## src/rtl/error_delta_sequencer.sv

```systemverilog
// Streams one signed error term per output digit (weight minus 8*label bit) over a
// valid/ready handshake, accumulating a saturating sum of magnitudes.
module error_delta_sequencer #(
  parameter int NUM_DIGITS = 10,
  parameter int WEIGHT_W   = 4,
  parameter int DEAD_ZONE  = 0
) (
  input  logic                                    clk,
  input  logic                                    rst,
  input  logic                                    delta_en,
  input  logic [0:NUM_DIGITS-1]                   expected_label,
  input  logic [0:NUM_DIGITS-1][WEIGHT_W-1:0]     digit_weights,
  input  logic                                    delta_ready,
  output logic                                    delta_valid,
  output logic [3:0]                              delta_index,
  output logic signed [WEIGHT_W:0]                delta_value,
  output logic                                    delta_last,
  output logic                                    busy,
  output logic                                    label_error,
  output logic [7:0]                              error_sum,
  output logic                                    sequence_complete
);

  localparam int ONES_W = $clog2(NUM_DIGITS + 1);
  localparam logic [3:0] LAST_INDEX = 4'(NUM_DIGITS - 1);
  localparam logic signed [WEIGHT_W:0] TARGET = (WEIGHT_W + 1)'(8);

  typedef enum logic [1:0] {IDLE, EMIT, DONE} state_t;

  state_t                                state_reg;
  logic [0:NUM_DIGITS-1]                 label_reg;
  logic [0:NUM_DIGITS-1][WEIGHT_W-1:0]   weights_reg;
  logic [3:0]                            index_reg;
  logic                                  valid_reg;
  logic                                  busy_reg;
  logic                                  label_error_reg;
  logic [7:0]                            error_sum_reg;
  logic                                  complete_reg;

  logic signed [WEIGHT_W:0] digit_delta [NUM_DIGITS];
  logic [WEIGHT_W:0]        digit_mag   [NUM_DIGITS];
  logic [ONES_W-1:0]        label_ones;
  logic [8:0]               sum_next;

  // Per-digit error terms are computed from the snapshot only, so the live input
  // buses cannot disturb a sequence in flight.
  generate
    for (genvar gi = 0; gi < NUM_DIGITS; gi++) begin : g_digit
      logic signed [WEIGHT_W:0] raw;
      logic signed [WEIGHT_W:0] target;
      logic [WEIGHT_W:0]        raw_mag;
      logic                     in_dead_zone;
      assign target       = label_reg[gi] ? TARGET : '0;
      assign raw          = $signed({1'b0, weights_reg[gi]}) - target;
      assign raw_mag      = raw[WEIGHT_W] ? (WEIGHT_W + 1)'(-raw) : (WEIGHT_W + 1)'(raw);
      assign in_dead_zone = (int'(raw_mag) <= DEAD_ZONE);
      assign digit_delta[gi] = in_dead_zone ? '0 : raw;
      assign digit_mag[gi]   = in_dead_zone ? '0 : raw_mag;
    end
  endgenerate

  always_comb begin
    label_ones = '0;
    for (int i = 0; i < NUM_DIGITS; i++) begin
      label_ones = label_ones + ONES_W'(expected_label[i]);
    end
  end

  assign sum_next = {1'b0, error_sum_reg} + 9'(digit_mag[index_reg]);

  always_ff @(posedge clk) begin
    if (rst) begin
      state_reg       <= IDLE;
      label_reg       <= '0;
      weights_reg     <= '0;
      index_reg       <= '0;
      valid_reg       <= 1'b0;
      busy_reg        <= 1'b0;
      label_error_reg <= 1'b0;
      error_sum_reg   <= '0;
      complete_reg    <= 1'b0;
    end else begin
      case (state_reg)
        IDLE: begin
          if (delta_en) begin
            label_reg       <= expected_label;
            weights_reg     <= digit_weights;
            label_error_reg <= (label_ones != ONES_W'(1));
            error_sum_reg   <= '0;
            index_reg       <= '0;
            valid_reg       <= 1'b1;
            busy_reg        <= 1'b1;
            state_reg       <= EMIT;
          end
        end
        EMIT: begin
          if (delta_ready) begin
            error_sum_reg <= sum_next[8] ? 8'hFF : sum_next[7:0];
            if (index_reg == LAST_INDEX) begin
              valid_reg    <= 1'b0;
              complete_reg <= 1'b1;
              state_reg    <= DONE;
            end else begin
              index_reg <= index_reg + 4'd1;
            end
          end
        end
        DONE: begin
          complete_reg <= 1'b0;
          busy_reg     <= 1'b0;
          state_reg    <= IDLE;
        end
        default: state_reg <= IDLE;
      endcase
    end
  end

  assign delta_valid       = valid_reg;
  assign delta_index       = index_reg;
  assign delta_value       = valid_reg ? digit_delta[index_reg] : '0;
  assign delta_last        = valid_reg && (index_reg == LAST_INDEX);
  assign busy              = busy_reg;
  assign label_error       = label_error_reg;
  assign error_sum         = error_sum_reg;
  assign sequence_complete = complete_reg;

endmodule

```

## config.mk

```make
export PLATFORM = sky130hd
export DESIGN_NAME = error_delta_sequencer
export DESIGN_NICKNAME = d
export VERILOG_FILES = /design/src/rtl/error_delta_sequencer.sv
export SDC_FILE = /design/constraint.sdc
export NUM_CORES = 1
export LEC_CHECK = 0
export CORE_MARGIN = 3
export CORE_UTILIZATION = 40
export CTS_CLUSTER_SIZE = 40
export DETAILED_ROUTE_END_ITERATION = 8
export GPL_ROUTABILITY_DRIVEN = 0
export SYNTH_ARGS = -nofsm -noshare
export SYNTH_HDL_FRONTEND = slang
export SYNTH_SLANG_ARGS = --single-unit
```

## constraint.sdc

```tcl
create_clock -name clk -period 3.35 [get_ports clk]
set_input_delay 0.335 -clock clk [delete_from_list [all_inputs] [get_ports clk]]
set_output_delay 0.335 -clock clk [all_outputs]
set_load 0.01 [all_outputs]
```

==> results of run 1 <==
tightest hold or removal path: stages:
cell and delay [ns]:
dlymetal6s2s_1 0.15, buf_4 0.14, nand2_1 0.05, a21oi_1 0.05
power by group through the flow:
stage	combinational [mW]	sequential, mW	clock [mW]
final	0.915	0.915	0.960
after global routing	1.01	0.923	1.01
after CTS	0.848	0.912	0.981
after detailed placement	0.818	0.929	0
after global placement	0.794	0.928	0
after floorplan	0.489	0.924	0
layer usage:
| layer | vias to the layer above | global-route usage |
|---|---|---|
| li1 | 2591 | - |
| met2 | 135 | 0.365 |
| met1 | 2459 | 0.270 |
| met4 | 0 | 0.0753 |
| met5 | - | 0 |
| met3 | 32 | 0.0435 |
stage by stage:
| stage | area, sq um | worst slack, ns | setup TNS [ns] | hold WS (ns) | std cells |
|---|---|---|---|---|---|
| after floorplan | 5060 | 0.0324 | 0 | 0.436 | 664 |
| after global placement | 6490 | -0.359 | -1.30 | 0.445 | 949 |
| after detailed placement | 6490 | -0.415 | -1.88 | 0.447 | 949 |
| after CTS | 6850 | 0.00511 | 0 | 0.437 | 966 |
| after global routing | 7070 | -0.100 | -0.465 | 0.443 | 969 |
| final | 7070 | 0.0684 | 0 | 0.433 | 969 |
worst paths after layout:
path                                                endpoint  slack (ns)
worst max-delay path               error_sum[1]$_SDFFE_PP0P_        0.07
worst min-delay path               label_reg[0]$_SDFFE_PP0P_        0.43
worst max register to register     error_sum[1]$_SDFFE_PP0P_        0.07
worst min register to register  weights_reg[19]$_SDFFE_PP0P_        0.45
layout by cell type, fill, tap and decap left out, drive strengths merged, types with 9 or more instances in the layout:
| master | count |
|---|---|
| nand2 | 128 |
| buf | 91 |
| a21oi | 80 |
| dfxtp | 68 |
| clkdlybuf4s50 | 67 |
| inv | 52 |
| ha | 31 |
| nor2 | 30 |
| o21ai | 25 |
| xnor2 | 19 |
| o31ai | 13 |
| nor2b | 13 |
| clkbuf | 12 |
| a31oi | 10 |
| nand2b | 10 |
| xor2 | 9 |
| a221oi | 9 |
what timing repair did:
action                                  4_1_cts  5_1_grt
endpoints found under the setup margin       10       12
gates resized for setup                      18       48
setup buffers                                 1        3
hold buffers                                  0        0
pin swaps                                     4       21
gates cloned                                  0        0
final cells by class:
| type | instances | area [sq um] |
|---|---|---|
| multi-input combinational | 500 | 3550 |
| fill | 1152 | 5090 |
| clock inverter | 4 | 48.8 |
| sequential | 68 | 1370 |
| clock buffer | 12 | 246 |
| timing repair buffer | 165 | 1440 |
| inverter | 52 | 195 |
| tap | 168 | 210 |
synthesized netlist by cell type (9+ instances only):
master	number	area (sq um)
a21oi_1	78	390
a221oi_1	9	78.8
a31oi_1	9	56.3
buf_2	10	50.1
clkbuf_1	25	93.8
dfxtp_1	68	1360
ha_1	31	388
inv_1	52	195
nand2_1	128	480
nand2b_1	10	62.6
nor2_1	30	113
nor2b_1	13	81.3
o21ai_0	25	125
o31ai_1	12	90.1
xnor2_1	18	158
xor2_1	9	78.8
cell families (layout without fill, tap and decap cells):
family	after synthesis	after routing
mux	15	15
fa+ha+maj	38	38
simple gates	230	230
flops	68	68
compound gates	189	189
xor+xnor	28	28
buf+inv	96	233
==> impl_metrics.toml, run 1 <==
[grt]
grt_max_degree = 56
track_usage = 0.215
grt_pass1_vias = 5069
antenna_found_initial = 0
grt_pass1_wl_mm = 24.5
gr-total-overflow = 0

[synthesis]
ys_seq_area_frac = 0.269
yosys-mux-area-fraction = 0.0381
synth_cell_types = 66
synthFlopType = "dfxtp_1"
synth_edf_count = 0
ys_ff_latch = 68
yosysWarnings = 0
synth-async-reset-ratio = 0
synth-simple-area-share = 0.214
synth_top_family_by_area = "compound AO/OA/AOI/OAI gates"
yosys.area_share.xor_xnor = 0.0500
synthCells = 664
syn-cell-area_sq_mm = 0.00505
synth_compound_area_frac = 0.248
synth-adder-area-share = 0.104
syn-num-nets = 756
synth.avg_cell_area_sq_um = 7.61

[power_and_ir_drop]
power_frac_clock = 0.344
power_density_mw_per_mm2 = 395
power_frac_seq = 0.328
finalPower_mw = 2.79
p_int_mw = 1.91
p_comb_frac = 0.328
peakVddDrop_v = 0.000280
sw_frac_of_total = 0.316
p_switching_mw = 0.883
leakagePower_nw = 2.75

[layout]
layout-drive-gt1-share = 0.211
postLayoutCoreUtil = 0.582
antennaDiodeCount = 0
num-nets-final = 888
largest_reg_flops = 40
area_growth_pct = 39.9

[placement]
io_buffer_count = 75
dpl.hpwl_mm = 11.8

[sta]
clock-skew-final_ns = 0.00744
clock.fmax_ghz = 0.305
grt_setup_unrepaired = "yes"
setup_viol_count_final = 0
hold_viol_final = 0
relSlewSlack = 0.468
period_share = 0.980
drv_slew = 0
worst_slew_pin_slew_ns = 0.798
period_minus_slack_ns = 3.28

[die]
coreArea_sq_mm = 0.0122
initial_core_util = 0.416
die_y_microns = 118
num_io_pins = 76
chipWidth_microns = 118
num_rows = 40
die_area_sq_mm = 0.0140

[setup_path]
crit_start = "weights_reg[21]$_SDFFE_PP0P_"
critPathArrivalTime_ns = 3.48
cp_max_fo = 5
path_cells = "inv_2 -> ha_2 -> and2b_1 -> nand2b_4 -> a41oi_2 -> a221oi_2 -> o221ai_2 -> ha_2 -> fa_2 -> a21o_1 -> a21oi_2 -> nor2b_2 -> o2111ai_2 -> nor2b_4 -> a221oi_2"
crit_type = "register to register"
worstPathRequired_ns = 3.54
r2r_cells = 15
cp_num_cells = 15
path_buf_inv = 1
critPathLaunchType = "register"
worst_r2r_startpoint = "weights_reg[21]$_SDFFE_PP0P_"
max_stage_delay_ns = 0.36
slowest_stage = "dfxtp_4"
path_delay_family = "compound AO/OA/AOI/OAI gates"
end_kind = "register"

[detailed_routing]
via_count = 5217
route.met3.wl_microns = 695
firstDrtPassIters = 5
wl_met1_mm = 6.86
drt_iter0_markers = 306
avgViaCountPerCell = 5.38
wl_met2_mm = 7.54
ant_nets = 0
top_layer = "met4"
wl_per_cell_microns = 15.9
drt_wl_total_mm = 15.5
remaining_drc_errors = 0

[clock_tree]
cts_made_buffers = 9
cts_tree = "yes"
cts_root_buf = "clkbuf_16"
htree_levels = 3
path_clk_slew_ns = 0.06
insertion_delay_ns = 0.34
clk_path_buf_depth = 2
cts.sinks = 68

[worst_hold_path]
whs_path_depth = 4
hold_path_startpoint = "expected_label[0]"
hold_class = "primary input to register"

[status]
status = "complete, no violations"

[job]
cap_viol_max_count = 0
No activity file was read; power rests on OpenSTA's default activity.
==> inputs of run 2 (changes only) <==
--- a/config.mk
+++ b/config.mk
@@ -5,7 +5,7 @@
 export SDC_FILE = /design/constraint.sdc
 export NUM_CORES = 1
 export LEC_CHECK = 0
-export CORE_MARGIN = 3
+export CORE_MARGIN = 5
 export CORE_UTILIZATION = 40
 export CTS_CLUSTER_SIZE = 40
 export DETAILED_ROUTE_END_ITERATION = 8
==> impl_metrics.toml, run 2 (same netlist as run 1, synthesis figures left out) <==
[status]
status = "complete, no violations"

[grt]
track_usage = 0.205
antenna_found_initial = 0
grt_max_degree = 69
grt_pass1_vias = 5077
grt_pass1_wl_mm = 24.4
gr-total-overflow = 0

[setup_path]
end_kind = "register"
critPathLaunchType = "register"
crit_type = "register to register"
r2r_cells = 15
cp_max_fo = 5
worst_r2r_startpoint = "weights_reg[21]$_SDFFE_PP0P_"
worstPathRequired_ns = 3.50
regToRegEndpoint = "error_sum[0]$_SDFFE_PP0P_"
r2r_setup_slack_ns = 0.001
critPathArrivalTime_ns = 3.50

[layout]
layout-drive-gt1-share = 0.207
antennaDiodeCount = 0
layout_commonest_cell = "nand2_1"
multiInputGateArea_sq_mm = 0.00355
postLayoutCoreUtil = 0.563
num-nets-final = 884
final_cell_mix = "nand2_1, buf_4, a21oi_1"
seqCellArea_sq_mm = 0.00137
largest_reg_flops = 40
fillers = 1193
area_growth_pct = 39.5

[detailed_routing]
drt_iter0_markers = 329
firstDrtPassIters = 4
avgViaCountPerCell = 5.31
via_count = 5147
drt_wl_total_mm = 15.3
remaining_drc_errors = 0
wl_per_cell_microns = 15.7
ant_nets = 0

[clock_tree]
cts_made_buffers = 9
htree_levels = 3
clk_path_buf_depth = 2
hold_buffers = 0
cts_tree = "yes"
cts_root_buf = "clkbuf_16"
cts.sinks = 68
path_clk_slew_ns = 0.06
insertion_delay_ns = 0.35

[die]
num_io_pins = 76
die_area_sq_mm = 0.0150
initial_core_util = 0.404
chipWidth_microns = 122
num_rows = 41
coreArea_sq_mm = 0.0125
die_y_microns = 122

[job]
cap_viol_max_count = 0

[sta]
clock-skew-final_ns = 0.00900
timing.setup.tns_ns = 0
relSlewSlack = 0.131
clock.fmax_ghz = 0.299
period_minus_slack_ns = 3.35
period_share = 1.00
worst_slew_pin_slew_ns = 1.30
drv_slew = 0
setup_viol_count_final = 0
grt_setup_unrepaired = "yes"
hold_viol_final = 0

[worst_hold_path]
whs_path_depth = 4
hold_class = "primary input to register"
holdPathEnd = "label_reg[4]$_SDFFE_PP0P_"
hold_path_startpoint = "expected_label[4]"

[power_and_ir_drop]
power_density_mw_per_mm2 = 397
peakVddDrop_v = 0.000288
leakagePower_nw = 2.75

[placement]
dpl.hpwl_mm = 11.5
io_buffer_count = 75
-- run 2: cell count changes in the layout (fill, tap and decap cells not counted), sizes merged --
cell / delta
buf: -4
clkbuf: -1
clkdlybuf4s50: -1
clkinv: -1
clkinvlp: +1
dlygate4sd2: +1
inv: +1
-- run 2: worst max-delay path, stage by stage (launching register included) --
cell	delay [ns]
dfxtp_4	0.38
inv_4	0.04
ha_4	0.15
and2b_1	0.22
nand2b_4	0.14
a41oi_4	0.13
a221oi_2	0.38
o221ai_2	0.16
ha_2	0.22
fa_2	0.35
a21o_1	0.17
a21oi_2	0.17
nor2b_2	0.08
o2111ai_2	0.20
nor2b_4	0.24
a221oi_1	0.11
-- run 2: repair_timing --
action | 4_1_cts | 5_1_grt
pin swaps | 9 | 21
endpoints found under the setup margin | 11 | 13
endpoints found under the hold margin | 0 | 0
buffers inserted | 2 | 2
resized for setup | 21 | 45
-- run 2: area by class of cell --
type	count	area share
Clock buffer	11	0.0344
Multi-Input combinational cell	500	0.503
Sequential cell	68	0.195
Clock inverter	5	0.00852
Tap cell	172	0.0305
Inverter	52	0.0280
Timing Repair Buffer	161	0.200
-- run 2: worst max-delay path by stage --
stage | from | endpoint
final | weights_reg[21]$_SDFFE_PP0P_ | error_sum[0]$_SDFFE_PP0P_
after global routing | weights_reg[21]$_SDFFE_PP0P_ | error_sum[1]$_SDFFE_PP0P_
after CTS | weights_reg[31]$_SDFFE_PP0P_ | error_sum[5]$_SDFFE_PP0P_
after detailed placement | expected_label[4] | label_error$_SDFFE_PP0P_
after global placement | expected_label[9] | label_error$_SDFFE_PP0P_
after floorplan | weights_reg[21]$_SDFFE_PP0P_ | error_sum[0]$_SDFFE_PP0P_
-- run 2: power breakdown --
part           internal (mW)  total (mW)  switching, mW
sequential             0.865       0.920         0.0552
combinational          0.443       0.898          0.456
clock                  0.599       0.978          0.379
-- run 2: through the flow --
stage	hold WS (ns)	cells	worst slack [ns]	cell area, sq um	power (mW)
4_1_cts	0.459	967	0.00516	6860	2.75
5_1_grt	0.445	969	-0.137	7050	2.96
3_5_place_dp	0.451	949	-0.435	6460	1.74
6_report	0.423	969	0.00141	7050	2.80
3_3_place_gp	0.446	949	-0.387	6460	1.71
2_1_floorplan	0.436	664	0.0324	5060	1.41
-- run 2: layer usage --
layer  global-route usage  wire length (microns)  share of wire  up-vias
li1                     -                      -              -     2578
met1                0.261                   6640           0.44     2452
met2                0.346                   7580           0.50       97
met3               0.0309                    711          0.047       20
met4               0.0875                    328          0.022        0
met5                    0                      0              0        -
